===== config.mk =====
export PLATFORM = sky130hd
export DESIGN_NAME = ce_loss_batch_mean_flat
export DESIGN_NICKNAME = d
export VERILOG_FILES = /design/src/rtl/ce_loss_batch_mean_if.sv /design/src/rtl/ce_loss_batch_mean.sv /design/src/flat_wrapper.sv
export SDC_FILE = /design/constraint.sdc
export NUM_CORES = 1
export LEC_CHECK = 0
export BUFFER_PORTS_ARGS = -buffer_cell sky130_fd_sc_hd__buf_2
export CAP_MARGIN = 20
export CORE_UTILIZATION = 45
export CTS_CLUSTER_DIAMETER = 80
export DETAILED_ROUTE_END_ITERATION = 12
export HOLD_SLACK_MARGIN = 0.08
export PLACE_DENSITY_LB_ADDON = 0.1
export SYNTH_ARGS = -nofsm -noshare
export SYNTH_HDL_FRONTEND = slang
export SYNTH_SLANG_ARGS = --single-unit

===== constraint.sdc =====
create_clock -name clk -period 5.9 [get_ports clk]
set_clock_uncertainty 0.15 [all_clocks]
set_input_delay 0 -clock clk [delete_from_list [all_inputs] [get_ports clk]]
set_output_delay 0 -clock clk [all_outputs]
set_load 0.1 [all_outputs]

===== src/rtl/ce_loss_batch_mean_if.sv =====
// Sample-in / result-out handshake bundle for ce_loss_batch_mean.
interface ce_loss_batch_mean_if #(
  parameter int unsigned DATA_W = 32,
  parameter int unsigned CNT_W  = 16
);

  logic              in_valid;
  logic              in_ready;
  logic [DATA_W-1:0] in_data;
  logic              in_last;
  logic              out_valid;
  logic              out_ready;
  logic [DATA_W-1:0] out_data;
  logic [CNT_W-1:0]  out_count;
  logic              out_ovf;

  // Reduction block view
  modport slave (
    input  in_valid, in_data, in_last, out_ready,
    output in_ready, out_valid, out_data, out_count, out_ovf
  );

  // Producer / consumer view
  modport master (
    output in_valid, in_data, in_last, out_ready,
    input  in_ready, out_valid, out_data, out_count, out_ovf
  );

endinterface


===== src/rtl/ce_loss_batch_mean.sv =====
// ce_loss_batch_mean: reduces each batch of per-sample losses to its mean.
// Accumulates samples, then divides sum by count with a restoring divider
// (one quotient bit per cycle, MSB first).
// Optional feature macro: CE_MEAN_ROUND_NEAREST_EN -- when defined, the mean
// is rounded half-up instead of truncated.
module ce_loss_batch_mean #(
  parameter int unsigned DATA_W = 32,
  parameter int unsigned CNT_W  = 16
) (
  input logic                   clk,
  input logic                   rst,
  ce_loss_batch_mean_if.slave   s_if
);

  localparam int unsigned ACC_W = DATA_W + CNT_W;
  localparam int unsigned BIT_W = $clog2(ACC_W + 1);

  typedef enum logic [1:0] {
    ST_ACC = 2'd0,
    ST_DIV = 2'd1,
    ST_OUT = 2'd2
  } state_t;

  state_t            state_q, state_d;
  logic [ACC_W-1:0]  acc_q, acc_d;
  logic [CNT_W-1:0]  cnt_q, cnt_d;
  logic [ACC_W-1:0]  quo_q, quo_d;
  logic [CNT_W-1:0]  rem_q, rem_d;
  logic [CNT_W-1:0]  dvs_q, dvs_d;
  logic [BIT_W-1:0]  bit_q, bit_d;
  logic              ovf_q, ovf_d;
  logic              in_ready_q, in_ready_d;
  logic              out_valid_q, out_valid_d;
  logic [DATA_W-1:0] out_data_q, out_data_d;
  logic [CNT_W-1:0]  out_count_q, out_count_d;
  logic              out_ovf_q, out_ovf_d;

  logic              in_fire;
  logic              close_batch;
  logic [ACC_W-1:0]  acc_new;
  logic [CNT_W-1:0]  cnt_new;
  logic [ACC_W-1:0]  dividend;
  logic [CNT_W:0]    trial;
  logic [CNT_W:0]    dvs_ext;
  logic              trial_ge;

  assign in_fire = s_if.in_valid & in_ready_q;
  assign acc_new = acc_q + ACC_W'(s_if.in_data);
  assign cnt_new = cnt_q + CNT_W'(1);

  // Batch closes on in_last or when this sample fills the counter to its maximum
  assign close_batch = s_if.in_last | (cnt_q == ~CNT_W'(1));

`ifdef CE_MEAN_ROUND_NEAREST_EN
  // Adding half the divisor turns the floor division into round-half-up
  assign dividend = acc_new + ACC_W'(cnt_new >> 1);
`else
  assign dividend = acc_new;
`endif

  // Restoring step: shift next dividend bit into the partial remainder and trial-subtract
  assign trial    = {rem_q, quo_q[ACC_W-1]};
  assign dvs_ext  = {1'b0, dvs_q};
  assign trial_ge = (trial >= dvs_ext);

  // Next-state and datapath update
  always_comb begin
    state_d     = state_q;
    acc_d       = acc_q;
    cnt_d       = cnt_q;
    quo_d       = quo_q;
    rem_d       = rem_q;
    dvs_d       = dvs_q;
    bit_d       = bit_q;
    ovf_d       = ovf_q;
    out_valid_d = out_valid_q;
    out_data_d  = out_data_q;
    out_count_d = out_count_q;
    out_ovf_d   = out_ovf_q;

    case (state_q)
      ST_ACC: begin
        if (in_fire) begin
          acc_d = acc_new;
          cnt_d = cnt_new;
          if (close_batch) begin
            quo_d   = dividend;
            rem_d   = '0;
            dvs_d   = cnt_new;
            ovf_d   = ~s_if.in_last;
            bit_d   = '0;
            state_d = ST_DIV;
          end
        end
      end
      ST_DIV: begin
        if (bit_q == BIT_W'(ACC_W)) begin
          // All quotient bits resolved; the mean always fits DATA_W
          out_data_d  = quo_q[DATA_W-1:0];
          out_count_d = dvs_q;
          out_ovf_d   = ovf_q;
          out_valid_d = 1'b1;
          state_d     = ST_OUT;
        end else begin
          rem_d = CNT_W'(trial_ge ? (trial - dvs_ext) : trial);
          quo_d = {quo_q[ACC_W-2:0], trial_ge};
          bit_d = bit_q + BIT_W'(1);
        end
      end
      ST_OUT: begin
        if (s_if.out_ready) begin
          out_valid_d = 1'b0;
          acc_d       = '0;
          cnt_d       = '0;
          state_d     = ST_ACC;
        end
      end
      default: begin
        state_d = ST_ACC;
      end
    endcase

    in_ready_d = (state_d == ST_ACC);
  end

  // State and datapath registers with synchronous reset
  always_ff @(posedge clk) begin
    if (rst) begin
      state_q     <= ST_ACC;
      acc_q       <= '0;
      cnt_q       <= '0;
      quo_q       <= '0;
      rem_q       <= '0;
      dvs_q       <= '0;
      bit_q       <= '0;
      ovf_q       <= 1'b0;
      in_ready_q  <= 1'b1;
      out_valid_q <= 1'b0;
      out_data_q  <= '0;
      out_count_q <= '0;
      out_ovf_q   <= 1'b0;
    end else begin
      state_q     <= state_d;
      acc_q       <= acc_d;
      cnt_q       <= cnt_d;
      quo_q       <= quo_d;
      rem_q       <= rem_d;
      dvs_q       <= dvs_d;
      bit_q       <= bit_d;
      ovf_q       <= ovf_d;
      in_ready_q  <= in_ready_d;
      out_valid_q <= out_valid_d;
      out_data_q  <= out_data_d;
      out_count_q <= out_count_d;
      out_ovf_q   <= out_ovf_d;
    end
  end

  assign s_if.in_ready  = in_ready_q;
  assign s_if.out_valid = out_valid_q;
  assign s_if.out_data  = out_data_q;
  assign s_if.out_count = out_count_q;
  assign s_if.out_ovf   = out_ovf_q;

endmodule


===== src/flat_wrapper.sv =====
// flat-port wrapper written by rule: the top's interface ports become plain ports
module ce_loss_batch_mean_flat 
#(
  parameter int unsigned DATA_W = 32,
  parameter int unsigned CNT_W  = 16
)
  (clk, rst, s_if_in_valid, s_if_in_data, s_if_in_last, s_if_out_ready, s_if_in_ready, s_if_out_valid, s_if_out_data, s_if_out_count, s_if_out_ovf);
  ce_loss_batch_mean_if #(.DATA_W(DATA_W), .CNT_W(CNT_W)) s_if_i ();
  input logic clk;
  input logic rst;
  input wire logic [$bits(s_if_i.in_valid)-1:0] s_if_in_valid;
  input wire logic [$bits(s_if_i.in_data)-1:0] s_if_in_data;
  input wire logic [$bits(s_if_i.in_last)-1:0] s_if_in_last;
  input wire logic [$bits(s_if_i.out_ready)-1:0] s_if_out_ready;
  output wire logic [$bits(s_if_i.in_ready)-1:0] s_if_in_ready;
  output wire logic [$bits(s_if_i.out_valid)-1:0] s_if_out_valid;
  output wire logic [$bits(s_if_i.out_data)-1:0] s_if_out_data;
  output wire logic [$bits(s_if_i.out_count)-1:0] s_if_out_count;
  output wire logic [$bits(s_if_i.out_ovf)-1:0] s_if_out_ovf;
  assign s_if_i.in_valid = s_if_in_valid;
  assign s_if_i.in_data = s_if_in_data;
  assign s_if_i.in_last = s_if_in_last;
  assign s_if_i.out_ready = s_if_out_ready;
  assign s_if_in_ready = s_if_i.in_ready;
  assign s_if_out_valid = s_if_i.out_valid;
  assign s_if_out_data = s_if_i.out_data;
  assign s_if_out_count = s_if_i.out_count;
  assign s_if_out_ovf = s_if_i.out_ovf;
  ce_loss_batch_mean #(.DATA_W(DATA_W), .CNT_W(CNT_W)) u_core (.clk(clk), .rst(rst), .s_if(s_if_i));
endmodule

==> results <==
- The met3 routing resource usage after global routing is 3.000%.
- The flop and latch count out of synthesis is 204.
- After layout, the worst path uses 56.47% of the clock period.
- The flow ran to the end, and the final reports show no timing, DRC or antenna violations.
- Across the run, the number of max-cap violations was 0.
- Synthesis produced a netlist with a net count of 1,392.
- The number of hold violations in the final report is 0.
- After detailed routing, the average wire length per cell comes to 16.83 um.
- The worst setup path startpoint is u_core.cnt_q[4].
- The register cell area after layout is 4084 um2.
- The yosys synthesis warning count is 0.
- The top-level I/O count is 88.
- The cell at the root of the clock tree is sky130_fd_sc_hd__clkbuf_16.
- The congestion estimate from routability-driven global placement came to 0.8763.
- After layout, the design draws a total of 3.794 mW.
- The transition time at the pin with the least slew margin is 1.005 ns.
- The most common cell after layout, fill and taps aside is sky130_fd_sc_hd__dfxtp_1.
- The startpoint identified for the worst hold timing path is s_if_in_data[14].
- The count of flip-flops with a built-in enable after synthesis is 0.
- The signal on the critical path passes through and4_4 > nand3_2 > o31ai_4 > nand2_1 > nor2_1 > a32o_1 > a21oi_1 > o21ai_0.
- The placement row count is 56.
- The data arrival time at the worst-slack endpoint is 3.62 ns.
- The minimum clock period after layout is 3.332 ns.
- The share of total power consumed by net switching is 28.42%.
- The reg-to-reg startpoint is u_core.cnt_q[4].
- The number of nets in the layout is 1,480.
- For this run, the detailed router's first-pass iteration total came to 5.
- Buffers placed on the I/O ports in this run total 87.
- Once the floorplan was initialized, standard cells occupied 45.69% of the core.
- The area growth from synthesis to layout is 17.52%.
- The number of different library cells used by synthesis comes to 76.
- The DRC violation total after the first TritonRoute iteration is 578.
- Summing over every cut layer, the via total after detailed routing is 9,620.
- The clock reaches the later pin of the worst-skew pair after 0.51 ns.
- Summed over all layers, the global routing overflow is 0.
- The fmax is 300.2 MHz.
- The internal power summed over all cells is 2.716 mW.
- Synthesis produced a netlist whose cell count is 1,301.
- Before CTS, the worst setup slack after placement is 2.573 ns.
- The post-synthesis area per instance is 8.218 um2.
- 0 antenna diodes ended up in the layout.
- The total negative slack for setup checks is 0 ns.
- The number of remaining DRC errors is 0.
- The number of pins with negative max-slew slack in the final report is 0.
- Setup repair after global routing left no endpoint under its margin.
- The clock drives 204 sinks.
- Summing all multi-input logic gate instances after layout gives 6191 um2.
- The part of the Yosys area used for sequential elements is 38.20%.
- Yosys attributes the largest share of cell area to sky130_fd_sc_hd__dfxtp_1, sky130_fd_sc_hd__nand2_1, sky130_fd_sc_hd__a21oi_1.
- CTS built an H-tree with a depth of 1.
- The portion of synthesized cell area occupied by the leading cell type is 38.20%.
- Summed over all cells, the static leakage comes to 4.963 nW.
- The relative slew slack is 32.76%.
- The final-report setup violation count is 0.
- The fraction of met1 tracks used by global routing is 32.43%.
- The die covers 24,380 um2.
- The global routing usage summed across all routing layers is 23.73%.
- The initial antenna violation count came to 0.
- The part of the total power dissipated in the clock network is 40.6%.
- In this design, the stage delay of the slowest critical-path cell is 0.98 ns.
- After clock tree synthesis, the clock-pin slew on the worst setup and hold paths is 0.06 ns.
- The first global-routing pass estimated 46,500 um of wire.
- Combinational logic is responsible for 20.1% of the overall power.
- Registers are responsible for 39.3% of the overall power.
- Setup slack on the critical path of the routed design comes to 2.568 ns.
- In this run the horizontal extent of the chip is 156.1 um.
- The maximum number of pins on one net before global-route repair is 77.
- VDD sags by at most 0.2373 mV.
- The net switching power of the design is 1.078 mW.
- The slowest stage of the critical path belongs to the cell sky130_fd_sc_hd__nor2_1.
- TritonCTS built the clock tree.
- The count of antenna-violating nets left after detailed routing is 0.
- The classification of the worst-slack hold path is in -> reg.
- The core box area is 23,400 um2.
- The number of clock buffers added by TritonCTS is 24.
- On the critical path the largest part of the delay comes from simple AND/OR/NAND/NOR gates.
- The largest driver fanout on the critical path is 26.
- At the worst endpoint, the required time is 6.19 ns.
- The power density over cell area is 302.0 nW/um2.
- The final hold slack is 0.09712 ns.
- The library cells used most frequently in the layout, excluding fill and tap cells, are sky130_fd_sc_hd__dfxtp_1, sky130_fd_sc_hd__nand2_1, sky130_fd_sc_hd__a21oi_1.
- For this run, the leading register cell type out of synthesis is sky130_fd_sc_hd__dfxtp_1.
- The worst setup path is captured at a flip-flop.
- The number of setup buffers added after CTS is 0.
- The number of global-route vias before repair came to 8,968.
- The share of final-layout standard cells stronger than drive strength 1 is 12.47%.
- The met2 routing resource usage after global routing is 38.88%.
- The type of element launching the critical path is a flip-flop.
- The HPWL after detailed placement is 19,880 um.
- The critical path contains buffers and inverters numbering 0 combined.
- The library cell occupying the most area in the post-synthesis netlist is sky130_fd_sc_hd__dfxtp_1.
- After synthesis, the share of flip-flops with an asynchronous set or reset is 0%.
- In this run the deepest clock path goes through 3 buffers.
- The critical path class is reg -> reg.
- The mean number of vias per cell is 5.587.
- The layout has 2,310 filler cells.
- The overall die height is 156.1 um.
- The most congested layer reported by global routing is met2.
- In this run the cell area of the synthesized design comes to 10,690 um2.
- After detailed routing, the total wire length is 28,990 um.
## kinds of logic (layout without fill, tap and decap cells)
group	count (synthesis)	after routing	share of synthesized area (%)
compound gates	420	420	26.69
fa+ha+maj	54	54	6.460
xor+xnor	62	62	5.079
simple gates	436	436	18.17
buf+inv	112	214	4.166
mux	13	13	1.229
flops	204	204	38.20
## through the flow
step / instances / utilization, % / instance area, um2
6_report: 1722 / 53.69 / 12560
5_1_grt: 1722 / 53.69 / 12560
4_1_cts: 1720 / 53.56 / 12530
3_5_place_dp: 1643 / 48.44 / 11340
3_3_place_gp: 1643 / 48.44 / 11340
2_1_floorplan: 1301 / - / 10690
## final timing paths
path                                    to  slack [ns]  depth (start not counted)
setup reg to reg          u_core.quo_q[41]        2.57                          8
setup / recovery          u_core.quo_q[41]        2.57                          8
hold / removal            u_core.quo_q[14]         0.1                          6
hold reg to reg   u_core.s_if.out_count[6]        0.30                          2
## area by class of cell
| type | instances | area share [%] |
|---|---|---|
| clock buffer | 33 | 5.696 |
| clock inverter | 7 | 0.8763 |
| inverter | 36 | 1.075 |
| multi-input combinational | 985 | 49.27 |
| sequential | 204 | 32.50 |
| tap | 319 | 3.177 |
| timing repair buffer | 138 | 7.399 |
## worst register-to-register path: stages (launching register included)
cell                      delay (ns)
sky130_fd_sc_hd__dfxtp_1        0.44
sky130_fd_sc_hd__and4_4         0.28
sky130_fd_sc_hd__nand3_2        0.13
sky130_fd_sc_hd__o31ai_4        0.34
sky130_fd_sc_hd__nand2_1        0.55
sky130_fd_sc_hd__nor2_1         0.98
sky130_fd_sc_hd__a32o_1         0.29
sky130_fd_sc_hd__a21oi_1        0.04
sky130_fd_sc_hd__o21ai_0        0.07
## routing by layer
layer / share of wire (%) / up-vias
li1: - / 4864
met1: 48 / 4519
met2: 46 / 194
met3: 3.8 / 43
met4: 2.4 / 0
met5: 0 / -
## power groups by stage
stage          Sequential, mW  Clock (mW)  Combinational, mW
6_report                 1.49        1.54              0.762
5_1_grt                  1.50        1.63              0.843
4_1_cts                  1.49        1.57              0.756
3_5_place_dp             1.52           0              0.727
3_3_place_gp             1.52           0              0.726
2_1_floorplan            1.51           0              0.556
## timing repair
item,in CTS,in global routing
gates resized for setup,0,0
hold buffers,37,0
hold endpoints to repair,104,0
## synth_stat cells, drive strengths merged (5+ instances only)
library cell  number
dfxtp            204
xor2              17
a31oi              6
mux2i             12
or3                6
nand3             25
o21ai             66
a31o               5
ha                52
a21oi            138
inv               36
nand2            197
nand4             18
nor2b              8
buf               15
nor3              22
a21o              14
and3              14
nand2b             8
xnor2             45
and2               9
o211ai            13
a32oi              5
o21a               7
clkbuf            61
a22oi             71
a211oi            22
nor2             111
a22o              17
## registers in the layout, summed over array words and instances, names as in the netlist
name and cells:
u_core.acc_q 48, u_core.quo_q 48, u_core.s_if.out_data 32, u_core.cnt_q 16, u_core.dvs_q 16, u_core.rem_q 16
u_core.s_if.out_count 16, u_core.bit_q 6, u_core.state_q 2, u_core.ovf_q 1, u_core.s_if.in_ready 1, u_core.s_if.out_ovf 1
u_core.s_if.out_valid 1
Power figures use the tool's default switching activity.
